**src/rtl/fb_sched_pkg.sv**
```systemverilog
// Shared types and defaults for the framebuffer write scheduler.
package fb_sched_pkg;

  localparam int unsigned H_RES_DEF   = 640;
  localparam int unsigned V_RES_DEF   = 480;
  localparam int unsigned ADDR_W_DEF  = 19;
  localparam int unsigned DATA_W_DEF  = 24;
  localparam int unsigned COORD_W_DEF = 10;

  typedef enum logic [1:0] {
    IDLE,
    FILL,
    DONE
  } fill_state_t;

  typedef enum logic {
    GNT_CPU,
    GNT_FILL
  } grant_t;

  // Multiply by a constant using only shifts and adds, one term per set bit
  // of k (640 = 512 + 128 gives two terms).
  function automatic logic [31:0] shift_add_mul(input logic [31:0] y,
                                                input int unsigned k);
    logic [31:0] acc;
    acc = '0;
    for (int unsigned i = 0; i < 32; i++) begin
      if (k[i]) acc = acc + (y << i);
    end
    return acc;
  endfunction

endpackage

```
**src/rtl/fb_rr_arbiter.sv**
```systemverilog
// Two-way round-robin arbiter between CPU pixel writes and the fill engine.
module fb_rr_arbiter
  import fb_sched_pkg::*;
(
  input  logic clk,
  input  logic rst,
  input  logic req_cpu,
  input  logic req_fill,
  output logic gnt_cpu,
  output logic gnt_fill
);

  grant_t last_grant;

  // Lone requester wins; on contention the side not granted last time wins.
  always_comb begin
    gnt_cpu  = req_cpu && (!req_fill || (last_grant == GNT_FILL));
    gnt_fill = req_fill && !gnt_cpu;
  end

  // Remember the most recent winner; reset favours the CPU on first contention.
  always_ff @(posedge clk or posedge rst) begin
    if (rst) begin
      last_grant <= GNT_FILL;
    end else if (gnt_cpu) begin
      last_grant <= GNT_CPU;
    end else if (gnt_fill) begin
      last_grant <= GNT_FILL;
    end
  end

endmodule

```
**src/rtl/fb_write_scheduler.sv**
```systemverilog
// Framebuffer write-port scheduler: merges CPU single-pixel writes with a
// rectangle-fill engine. Fill addresses are stepped incrementally from a
// per-row base, so the pixel loop contains adders only.
// Optional macro FB_FILL_CLIP_EN clips fill rectangles to the visible area.
module fb_write_scheduler
  import fb_sched_pkg::*;
#(
  parameter int unsigned H_RES   = H_RES_DEF,
  parameter int unsigned V_RES   = V_RES_DEF,
  parameter int unsigned ADDR_W  = ADDR_W_DEF,
  parameter int unsigned DATA_W  = DATA_W_DEF,
  parameter int unsigned COORD_W = COORD_W_DEF
) (
  input  logic              CLK,
  input  logic              RST,
  input  logic              CPU_REQ,
  input  logic [ADDR_W-1:0] CPU_ADDR,
  input  logic [DATA_W-1:0] CPU_DATA,
  output logic              CPU_ACK,
  input  logic              FILL_START,
  input  logic [COORD_W-1:0] FILL_X,
  input  logic [COORD_W-1:0] FILL_Y,
  input  logic [COORD_W-1:0] FILL_W,
  input  logic [COORD_W-1:0] FILL_H,
  input  logic [DATA_W-1:0] FILL_COLOR,
  output logic              FILL_BUSY,
  output logic              FILL_DONE,
  output logic              WRITE_EN,
  output logic [ADDR_W-1:0] WRITE_ADDR,
  output logic [DATA_W-1:0] WRITE_DATA
);

  // A full frame must be addressable.
  if ((64'(H_RES) * 64'(V_RES)) > (64'd1 << ADDR_W)) begin : g_cfg_check
    $error("fb_write_scheduler: ADDR_W too small for H_RES*V_RES");
  end

  fill_state_t        state;
  logic [COORD_W-1:0] x_q, w_q, h_q;
  logic [COORD_W-1:0] col, row;
  logic [ADDR_W-1:0]  row_base;
  logic [DATA_W-1:0]  color_q;
  logic [COORD_W-1:0] eff_w, eff_h;
  logic [ADDR_W-1:0]  fill_addr;
  logic               req_cpu, req_fill;
  logic               gnt_cpu, gnt_fill;

  // Keep grants (and thus CPU_ACK) low while reset is asserted.
  assign req_cpu  = CPU_REQ && !RST;
  assign req_fill = (state == FILL);
  assign CPU_ACK  = gnt_cpu;

  fb_rr_arbiter u_arb (
    .clk      (CLK),
    .rst      (RST),
    .req_cpu  (req_cpu),
    .req_fill (req_fill),
    .gnt_cpu  (gnt_cpu),
    .gnt_fill (gnt_fill)
  );

`ifdef FB_FILL_CLIP_EN
  localparam logic [COORD_W:0] H_LIM = (COORD_W+1)'(H_RES);
  localparam logic [COORD_W:0] V_LIM = (COORD_W+1)'(V_RES);
  logic [COORD_W:0] x_room, y_room;

  // Clip the requested size to what remains of the visible frame.
  always_comb begin
    x_room = H_LIM - {1'b0, FILL_X};
    y_room = V_LIM - {1'b0, FILL_Y};
    eff_w  = FILL_W;
    eff_h  = FILL_H;
    if ({1'b0, FILL_X} >= H_LIM)       eff_w = '0;
    else if ({1'b0, FILL_W} > x_room)  eff_w = x_room[COORD_W-1:0];
    if ({1'b0, FILL_Y} >= V_LIM)       eff_h = '0;
    else if ({1'b0, FILL_H} > y_room)  eff_h = y_room[COORD_W-1:0];
  end
`else
  // Unclipped: the caller keeps the rectangle inside the frame.
  always_comb begin
    eff_w = FILL_W;
    eff_h = FILL_H;
  end
`endif

  // Current fill pixel address, modulo 2^ADDR_W.
  always_comb begin
    fill_addr = row_base + ADDR_W'(x_q) + ADDR_W'(col);
  end

  // Fill FSM: operand latch, column/row stepping on granted pixels, done pulse.
  always_ff @(posedge CLK or posedge RST) begin
    if (RST) begin
      state     <= IDLE;
      x_q       <= '0;
      w_q       <= '0;
      h_q       <= '0;
      col       <= '0;
      row       <= '0;
      row_base  <= '0;
      color_q   <= '0;
      FILL_BUSY <= 1'b0;
      FILL_DONE <= 1'b0;
    end else begin
      FILL_DONE <= 1'b0;
      case (state)
        IDLE: begin
          // BUSY is still high during the done-pulse cycle, so a start there is ignored.
          if (FILL_START && !FILL_BUSY) begin
            x_q       <= FILL_X;
            w_q       <= eff_w;
            h_q       <= eff_h;
            color_q   <= FILL_COLOR;
            col       <= '0;
            row       <= '0;
            row_base  <= ADDR_W'(shift_add_mul(32'(FILL_Y), H_RES));
            FILL_BUSY <= 1'b1;
            if ((eff_w == '0) || (eff_h == '0)) state <= DONE;
            else                                state <= FILL;
          end else begin
            FILL_BUSY <= 1'b0;
          end
        end
        FILL: begin
          if (gnt_fill) begin
            if (col == (w_q - COORD_W'(1))) begin
              col      <= '0;
              row      <= row + COORD_W'(1);
              row_base <= row_base + ADDR_W'(H_RES);
              if (row == (h_q - COORD_W'(1))) state <= DONE;
            end else begin
              col <= col + COORD_W'(1);
            end
          end
        end
        DONE: begin
          FILL_DONE <= 1'b1;
          state     <= IDLE;
        end
        default: state <= IDLE;
      endcase
    end
  end

  // Registered write port: strobe only in cycles after a grant, data/addr hold otherwise.
  always_ff @(posedge CLK or posedge RST) begin
    if (RST) begin
      WRITE_EN   <= 1'b0;
      WRITE_ADDR <= '0;
      WRITE_DATA <= '0;
    end else begin
      WRITE_EN <= gnt_cpu || gnt_fill;
      if (gnt_cpu) begin
        WRITE_ADDR <= CPU_ADDR;
        WRITE_DATA <= CPU_DATA;
      end else if (gnt_fill) begin
        WRITE_ADDR <= fill_addr;
        WRITE_DATA <= color_q;
      end
    end
  end

endmodule

```
**config.mk**
```make
export PLATFORM = sky130hd
export DESIGN_NAME = fb_write_scheduler
export DESIGN_NICKNAME = d
export VERILOG_FILES = /design/src/rtl/fb_sched_pkg.sv /design/src/rtl/fb_rr_arbiter.sv /design/src/rtl/fb_write_scheduler.sv
export SDC_FILE = /design/constraint.sdc
export NUM_CORES = 1
export LEC_CHECK = 0
export ABC_AREA = 0
export CORE_ASPECT_RATIO = 0.9
export CORE_MARGIN = 3
export CORE_UTILIZATION = 43
export CTS_CLUSTER_DIAMETER = 60
export DETAILED_ROUTE_END_ITERATION = 10
export PLACE_DENSITY = 0.71
export SLEW_MARGIN = 10
export SYNTH_ARGS = -nofsm -noshare
export SYNTH_HDL_FRONTEND = slang
export SYNTH_HIERARCHICAL = 1
export SYNTH_SLANG_ARGS = --single-unit
```
**constraint.sdc**
```tcl
create_clock -name CLK -period 5.39 [get_ports CLK]
set_clock_uncertainty 0.15 [all_clocks]
set_input_delay 0.539 -clock CLK [delete_from_list [all_inputs] [get_ports CLK]]
set_output_delay 0.539 -clock CLK [all_outputs]
set_load 0.01 [all_outputs]
```
# Word level (Yosys, flattened, before mapping)

Index checks and enable logic that the tools add are counted.

Register bits after elaboration: 142
Output and inout bits: 47
Logic and storage cells: 77

Add/sub/neg operators: 8
Eq/ne operators: 8
Mux-type cells: 27
Reductions and logical operators: 20

Operators by type and width:

| operator               | number |
|---|---|
| $mux 19                | 7 |
| $mux 10                | 5 |
| $mux 24                | 2 |
| $pmux 10 s2            | 2 |
| $add 19x10->19         | 2 |
| $pmux 19 s2            | 1 |
| $add 10x1->10 const B  | 2 |
| $eq 10x10->1           | 2 |
| $logic_not 10->1       | 2 |
| $sub 10x1->10 const B  | 2 |
| $add 19x10->19 const B | 1 |
| $add 19x19->19         | 1 |
| $mux 2                 | 5 |
| $ne 2x2->1 const B     | 4 |
| $reduce_and 4->1       | 2 |
| $logic_and 1x1->1      | 4 |
| $logic_not 1->1        | 4 |
| $mux 1                 | 4 |
| $pmux 2 s2             | 1 |
| $reduce_bool 2->1      | 2 |
| $logic_or 1x1->1       | 3 |
| $reduce_and 3->1       | 1 |
| $eq 2x1->1 const B     | 1 |
| $eq 2x2->1 const B     | 1 |
| 2 further kinds        | 2 |

# Logic depth before layout (Yosys ltp)

Gate-level depths: netlist (run 1).

Depth after elaboration: 8
Depth in mapped cells: 14

# By module

Netlist (run 1), hierarchy kept.

Modules (own cells, without submodules):

| module             | instances | cells an instance | area each (µm²) | sequential area each (µm²) |
|---|---|---|---|---|
| fb_write_scheduler | 1         | 853               | 7,528.5         | 3,353.2 |
| fb_rr_arbiter      | 1         | 7                 | 57.6            | 26.3 |

# Least setup slack after synthesis (run 1)

OpenSTA, ideal clock, no wires.

Path type: register -> register
Start: register state[1]
End: register row[9]
Library setup time: 127 ps
Arrival time: 3,058 ps
Setup slack: 2,055 ps
Stages on the path, launching flop included: 13
Buffers on the path: 3
Path through: dfrtp_1 -> inv_1 -> nand2_1 -> inv_1 -> clkbuf_1 -> clkbuf_1 -> a21boi_0 -> a21oi_1 -> or2_2 -> clkbuf_1 -> or3_1 -> o211a_1 -> or2_2

Cells in the longest elaborated chain, start to end: 8
Elaborated cells on any way between the ends: 13

Ends and longest elaborated chain:

| what                                  | line                      | RTL |
|---|---|---|
| from (decl)                           | fb_write_scheduler.sv:38  | `fill_state_t state;` |
| from (signal assigned)                | fb_write_scheduler.sv:94  | `state <= IDLE;` |
| from (signal assigned)                | fb_write_scheduler.sv:118 | `if ((eff_w == '0) \|\| (eff_h == '0)) state <= DONE;` |
| from (signal assigned)                | fb_write_scheduler.sv:119 | `else state <= FILL;` |
| $eq 2x1->1 (*)                        | fb_write_scheduler.sv:50  | `assign req_fill = (state == FILL);` |
| net req_fill                          | fb_write_scheduler.sv:45  | `logic req_cpu, req_fill;` |
| $logic_not 1->1                       | fb_rr_arbiter.sv:17       | `gnt_cpu = req_cpu && (!req_fill \|\| (last_grant == GNT_FILL));` |
| $logic_or 1x1->1                      | fb_rr_arbiter.sv:17       |  |
| $logic_and 1x1->1                     | fb_rr_arbiter.sv:17       |  |
| $logic_not 1->1                       | fb_rr_arbiter.sv:18       | `gnt_fill = req_fill && !gnt_cpu;` |
| $logic_and 1x1->1 (*)                 | fb_rr_arbiter.sv:18       |  |
| net gnt_fill                          | fb_write_scheduler.sv:46  | `logic gnt_cpu, gnt_fill;` |
| $ne 2x2->1 (no source line) (*)       | --                        |  |
| $reduce_and 4->1 (no source line) (*) | --                        |  |
| to (signal assigned)                  | fb_write_scheduler.sv:128 | `row <= row + COORD_W'(1);` |
| to (decl)                             | fb_write_scheduler.sv:40  | `logic [COORD_W-1:0] col, row;` |

The timed path passes the listed nets; every way through them passes the cells marked *.
A chain may end at the register's enable or synchronous reset.

# Worst setup path in the final report (run 1)

Start: register state[1]
End: register h_q[0]

Cells in the longest elaborated chain, start to end: 2

Ends and longest elaborated chain:

| what                              | line                      | RTL |
|---|---|---|
| $logic_not 2->1                   | fb_write_scheduler.sv:106 | `case (state)` |
| $reduce_and 2->1 (no source line) | --                        |  |
| to (signal assigned)              | fb_write_scheduler.sv:112 | `h_q <= eff_h;` |
| to (decl)                         | fb_write_scheduler.sv:39  | `logic [COORD_W-1:0] x_q, w_q, h_q;` |

Every way passes these cells.

==> metrics.cfg, run 1 <==
[die]
start_util=0.445
ios=158
die_x_um=146
die-area_mm2=0.0193
core.rowCount=45
core_area_mm2=0.0171
die_h_um=132

[yosys]
synth-main-ff-cell=dfrtp_1
synthCells=860
synth-edff-count=0
async_flop_share=1.00
syn_area_mm2=0.00759
ys_ff_latch=135
synth_top_area_share=0.442
syn-num-nets=1006
avgSynthCellArea_um2=8.82
synth_cell_types=61
yosys_warnings=6
synth_top_cell_by_area=dfrtp_1
ys_seq_area_frac=0.445
yosys-top-cells-area=dfrtp_1 (44%), nand2_1 (11%), o21ai_0 (5.1%)

[sta]
tns_ns=0
fin_crit_sh=0.694
report.final.hold_viol_count=0
setup-violations-final=0
layout_setup_ws_ns=1.65
grt_setup_unrepaired=no
tightest_slew_ns=0.945
maxSlewViolCount=0
finalCriticalPeriod_ns=3.74
hold_slack_ns=0.328
relSlewSlack=0.370
fmax_mhz=267

[routing]
vias=6586
drtIter0Drc=370
dr.pass1.iters=5
via_per_inst=5.25
drc=0
wl_per_cell_um=16.3
totalWireLength_mm=20.4
ant_nets=0

[cells_and_area]
drive_above_1_share=0.0579
diodes=0
synthToLayoutAreaGrowth_pct=31.9
multi_input_area_mm2=0.00401
finish.utilization=0.587
layout_common_cells=nand2_1 (228), clkdlybuf4s50_1 (157), dfrtp_1 (134)
final_cells=1254
fillCellCount=1493
final_common_cell=nand2_1
layout.nets=1152
seqCellArea_mm2=0.00338

[clocking]
path_clk_slew_ns=0.07
cts_setup_buffers=0
clock-root-buffer=clkbuf_16
post_cts_resized=0
h-tree-depth=4
clock_sinks=135
ctsHoldBuffers=0
clockBufferDepth=2
cts_tree=built
cts_buffers=17
clk-insertion-delay-late_ns=0.43

[placement]
post-place-cells=1222
finalWeightedCongestion=0.876
pre_cts_slack_ns=1.60
hpwl_mm=14.6
port_buffers=157

[worst_setup_path]
critPathRequiredTime_ns=5.54
path_class=reg2reg
crit_path_end_kind=register
crit_arrival_ns=3.89
r2r_slack_ns=1.65
start_kind=register
cp_max_fo=36

[hold_path]
hold_path_class=reg2reg

[job]
max_cap_viol_count=0

[global_routing]
antenna_found_initial=0
grt_max_degree=83
grt_pass1_vias=6485
grt_pass1_wl_mm=33.8
gr-total-overflow=0
grt.total_usage=0.216

[run_status]
status=finished, final reports clean

[power]
leakage_nw=4.57
cellPowerDensity_mw_per_mm2=343
irDropWorstVdd_v=0.000234

## power breakdown
part	switching [mW]	leakage, nW	internal (mW)
Sequential	0.137	1.69	1.14
Combinational	0.465	2.58	0.485
Clock	0.486	0.299	0.720
Total	1.09	4.57	2.34
## worst max-delay path, stage by stage, from the launching register on
cell      delay [ns]
dfrtp_1         0.44
inv_1           0.18
nand2_1         0.45
inv_1           0.20
a21boi_4        0.21
a21oi_1         0.21
or2_2           0.47
nor2_4          0.71
buf_4           0.45
o21ai_0         0.14
## through the flow
step | power, mW | area [um^2]
after global placement | 2.23 | 9400
after CTS | 3.46 | 10000
after global routing | 3.65 | 10000
after detailed placement | 2.24 | 9400
after floorplan | 1.84 | 7590
final | 3.43 | 10000
## metal layers
| layer | vias to the layer above | track usage | wire, um |
|---|---|---|---|
| met5 | - | 0 | 0 |
| met4 | 0 | 0.0533 | 212 |
| met3 | 16 | 0.0842 | 1860 |
| met2 | 183 | 0.315 | 8820 |
| met1 | 3113 | 0.303 | 9490 |
| li1 | 3274 | - | - |
## layout make-up
class                      instances  area share
sequential                       135       0.338
tap                              235      0.0294
clock buffer                      19      0.0453
timing repair buffer             164       0.162
inverter                          23     0.00888
clock inverter                    13      0.0156
multi-input combinational        665       0.401
## Yosys cell counts (4+ instances only)
library cell and number:
a21oi_1 38, inv_1 23, a22oi_1 8, xnor2_1 29
o22ai_1 4, o21a_1 5, a211oi_1 5, nor2_1 38
xor2_1 18, o21ai_0 78, nand4_1 6, a21o_1 4
nor4_1 8, nor3_1 15, mux2i_1 37, nand2_1 229
a31oi_1 4, clkbuf_1 32, fa_1 5, dfrtp_1 134
o211ai_1 7, or3_1 5, and3_1 5, nand3_1 25
nand2b_1 9, or4_1 7, ha_1 30, buf_1 4
or2_2 6
## worst paths after layout
check,startpoint,endpoint,cells after the start
worst min-delay path,color_q[20],color_q[20],2
min in group asynchronous,RST,u_arb/last_grant,2
worst min register to register,color_q[20],color_q[20],2
max in group asynchronous,RST,color_q[16],3
worst max register to register,state[1],h_q[0],9
worst max-delay path,state[1],h_q[0],9
## sequential cells by signal, summed over array words and instances, names as in the netlist
name / cells
h_q: 10
state: 2
WRITE_DATA: 24
x_q: 10
u_arb/last_grant: 1
WRITE_ADDR: 19
row_base: 12
color_q: 24
col: 10
FILL_BUSY: 1
w_q: 10
WRITE_EN: 1
FILL_DONE: 1
row: 10
## cells by family (layout without fill, tap and decap cells)
family	count (synthesis)	after routing	share of synthesized area
adders and majority gates	35	35	0.0627
DFF	135	135	0.445
xor gates and xnor gates	47	47	0.0543
AOI/OAI and AO/OA	184	184	0.152
muxes	37	37	0.0488
and+or+nand+nor	362	362	0.207
buffers and inverters	60	219	0.0299
Power figures use the tool's default switching activity.
==> run 2, diff against run 1 <==
Clock period 5.39 ns to 3.7 ns, I/O delays scaled along.
==> metrics.cfg, run 2 (synthesis gave the netlist of run 1 again) <==
[run_status]
status=finished, final reports clean

[sta]
relSlewSlack=0.474  ; +0.104
maxSlewViolCount=0  ; unchanged
report.final.hold_viol_count=0  ; unchanged
fmax_mhz=313  ; +17%
fin_crit_sh=0.864  ; +0.170
tns_ns=0  ; unchanged
setup-violations-final=0  ; unchanged
finalCriticalPeriod_ns=3.20  ; -0.544 ns
grt_setup_unrepaired=no
tightest_slew_ns=0.787  ; -0.158 ns

[worst_setup_path]
critPathCapture=row_base[18]
r2r_slack_ns=0.50  ; -1.15 ns
cp_max_fo=17  ; -53%
start_kind=register
worstRegToRegCells=9  ; unchanged
crit_path_start=w_q[0]
worstReg2RegEnd=row_base[18]
crit_arrival_ns=3.38  ; -0.51 ns
path_class=reg2reg
crit_path_end_kind=register
r2r_start=w_q[0]
critPathRequiredTime_ns=3.88  ; -1.66 ns

[clocking]
clock-root-buffer=clkbuf_16
path_clk_slew_ns=0.07  ; about the same
h-tree-depth=4  ; unchanged
clockBufferDepth=2  ; unchanged
ctsHoldBuffers=0  ; unchanged
clk-insertion-delay-late_ns=0.42  ; about the same
clock_sinks=135  ; unchanged
cts_setup_buffers=0  ; unchanged
cts_buffers=17  ; unchanged
post_cts_resized=0  ; unchanged
cts_tree=built

[job]
max_cap_viol_count=0  ; unchanged

[die]
die_x_um=146  ; unchanged
core_area_mm2=0.0171  ; unchanged
core.rowCount=45  ; unchanged
die_h_um=132  ; unchanged
die-area_mm2=0.0193  ; unchanged
start_util=0.445  ; unchanged
ios=158  ; unchanged

[routing]
totalWireLength_mm=20.4  ; +0.26%
drtIter0Drc=431  ; +16%
wl_per_cell_um=16.2  ; -0.14%
via_per_inst=5.30  ; +0.84%
drc=0  ; unchanged
dr.pass1.iters=5  ; unchanged
ant_nets=0  ; unchanged
vias=6668  ; +1.2%

[cells_and_area]
diodes=0  ; unchanged
synthToLayoutAreaGrowth_pct=33.2
fillCellCount=1533  ; +2.7%
drive_above_1_share=0.0625  ; +0.00460
design_area_mm2=0.0101  ; +0.99%
reg_top3=WRITE_DATA: 24 flops, color_q: 24 flops, WRITE_ADDR: 19 flops
final_common_cell=nand2_1
layout_common_cells=nand2_1 (228), clkdlybuf4s50_1 (157), dfrtp_1 (134)
layout.nets=1157  ; +0.43%

[global_routing]
grt_pass1_vias=6710  ; +3.5%
grt_max_degree=59  ; -29%
gr-total-overflow=0  ; unchanged
antenna_found_initial=0  ; unchanged
grt_pass1_wl_mm=33.7  ; -0.41%
grt.total_usage=0.214  ; -0.00172

[hold_path]
hold_path_class=in2async

[placement]
port_buffers=157  ; unchanged
hpwl_mm=14.8  ; +1.3%
finalWeightedCongestion=0.860  ; -1.8%
dpl_cell_area_mm2=0.00949  ; +0.95%

[power]
cellPowerDensity_mw_per_mm2=497  ; +45%
finalPower_mw=5.03  ; +46%
irDropWorstVdd_v=0.000310  ; +32%
leakage_nw=4.61  ; +0.86%

run 2: critical path: stages, from the launching register on:
cell	delay, ns
dfrtp_1	0.43
inv_1	0.09
ha_1	0.17
nor3b_1	0.39
xnor2_1	0.18
nand2_1	0.11
a2111oi_4	0.52
o211ai_2	0.38
or4_1	0.59
o211ai_1	0.09
run 2: how the worst min path moves through the flow:
stage,cells after the start,end,startpoint
CTS,2,u_arb/last_grant,RST
finish,2,u_arb/last_grant,RST
global route,2,u_arb/last_grant,RST
detailed placement,2,color_q[6],color_q[6]
floorplan,1,u_arb/last_grant,RST
global placement,2,color_q[20],color_q[20]
run 2: final cells by class:
| cell class | count | area [um^2] | share of cell area |
|---|---|---|---|
| multi-input cells | 665 | 4010 | 0.397 |
| well taps | 235 | 294 | 0.0291 |
| clock inverters | 14 | 180 | 0.0178 |
| inverters | 23 | 90.1 | 0.00891 |
| clock buffers | 18 | 439 | 0.0435 |
| flip-flops and latches | 135 | 3380 | 0.334 |
| repair buffers | 169 | 1710 | 0.169 |
run 2: per-stage QoR:
step	hold WS, ns	std cells	setup WS [ns]	utilization
finish	0.221	1259	0.503	0.592
detailed placement	0.314	1227	0.526	0.556
global route	0.235	1259	0.208	0.592
CTS	0.219	1259	0.513	0.592
floorplan	0.110	860	0.365	-
global placement	0.310	1227	0.584	0.556
run 2: report_power, final:
| group | total [mW] | internal (mW) | leakage, nW | switching, mW |
|---|---|---|---|---|
| Clock | 1.79 | 1.04 | 0.299 | 0.745 |
| Sequential | 1.85 | 1.66 | 1.69 | 0.196 |
| Combinational | 1.38 | 0.712 | 2.62 | 0.672 |
| Total | 5.03 | 3.41 | 4.61 | 1.61 |
run 2: metal layers:
layer / up-vias / global-route usage / routed length (um)
met2: 221 / 0.335 / 9200
met4: 0 / 0.0496 / 201
met1: 3145 / 0.280 / 9160
li1: 3286 / - / -
met3: 16 / 0.0880 / 1870
met5: - / 0 / 0
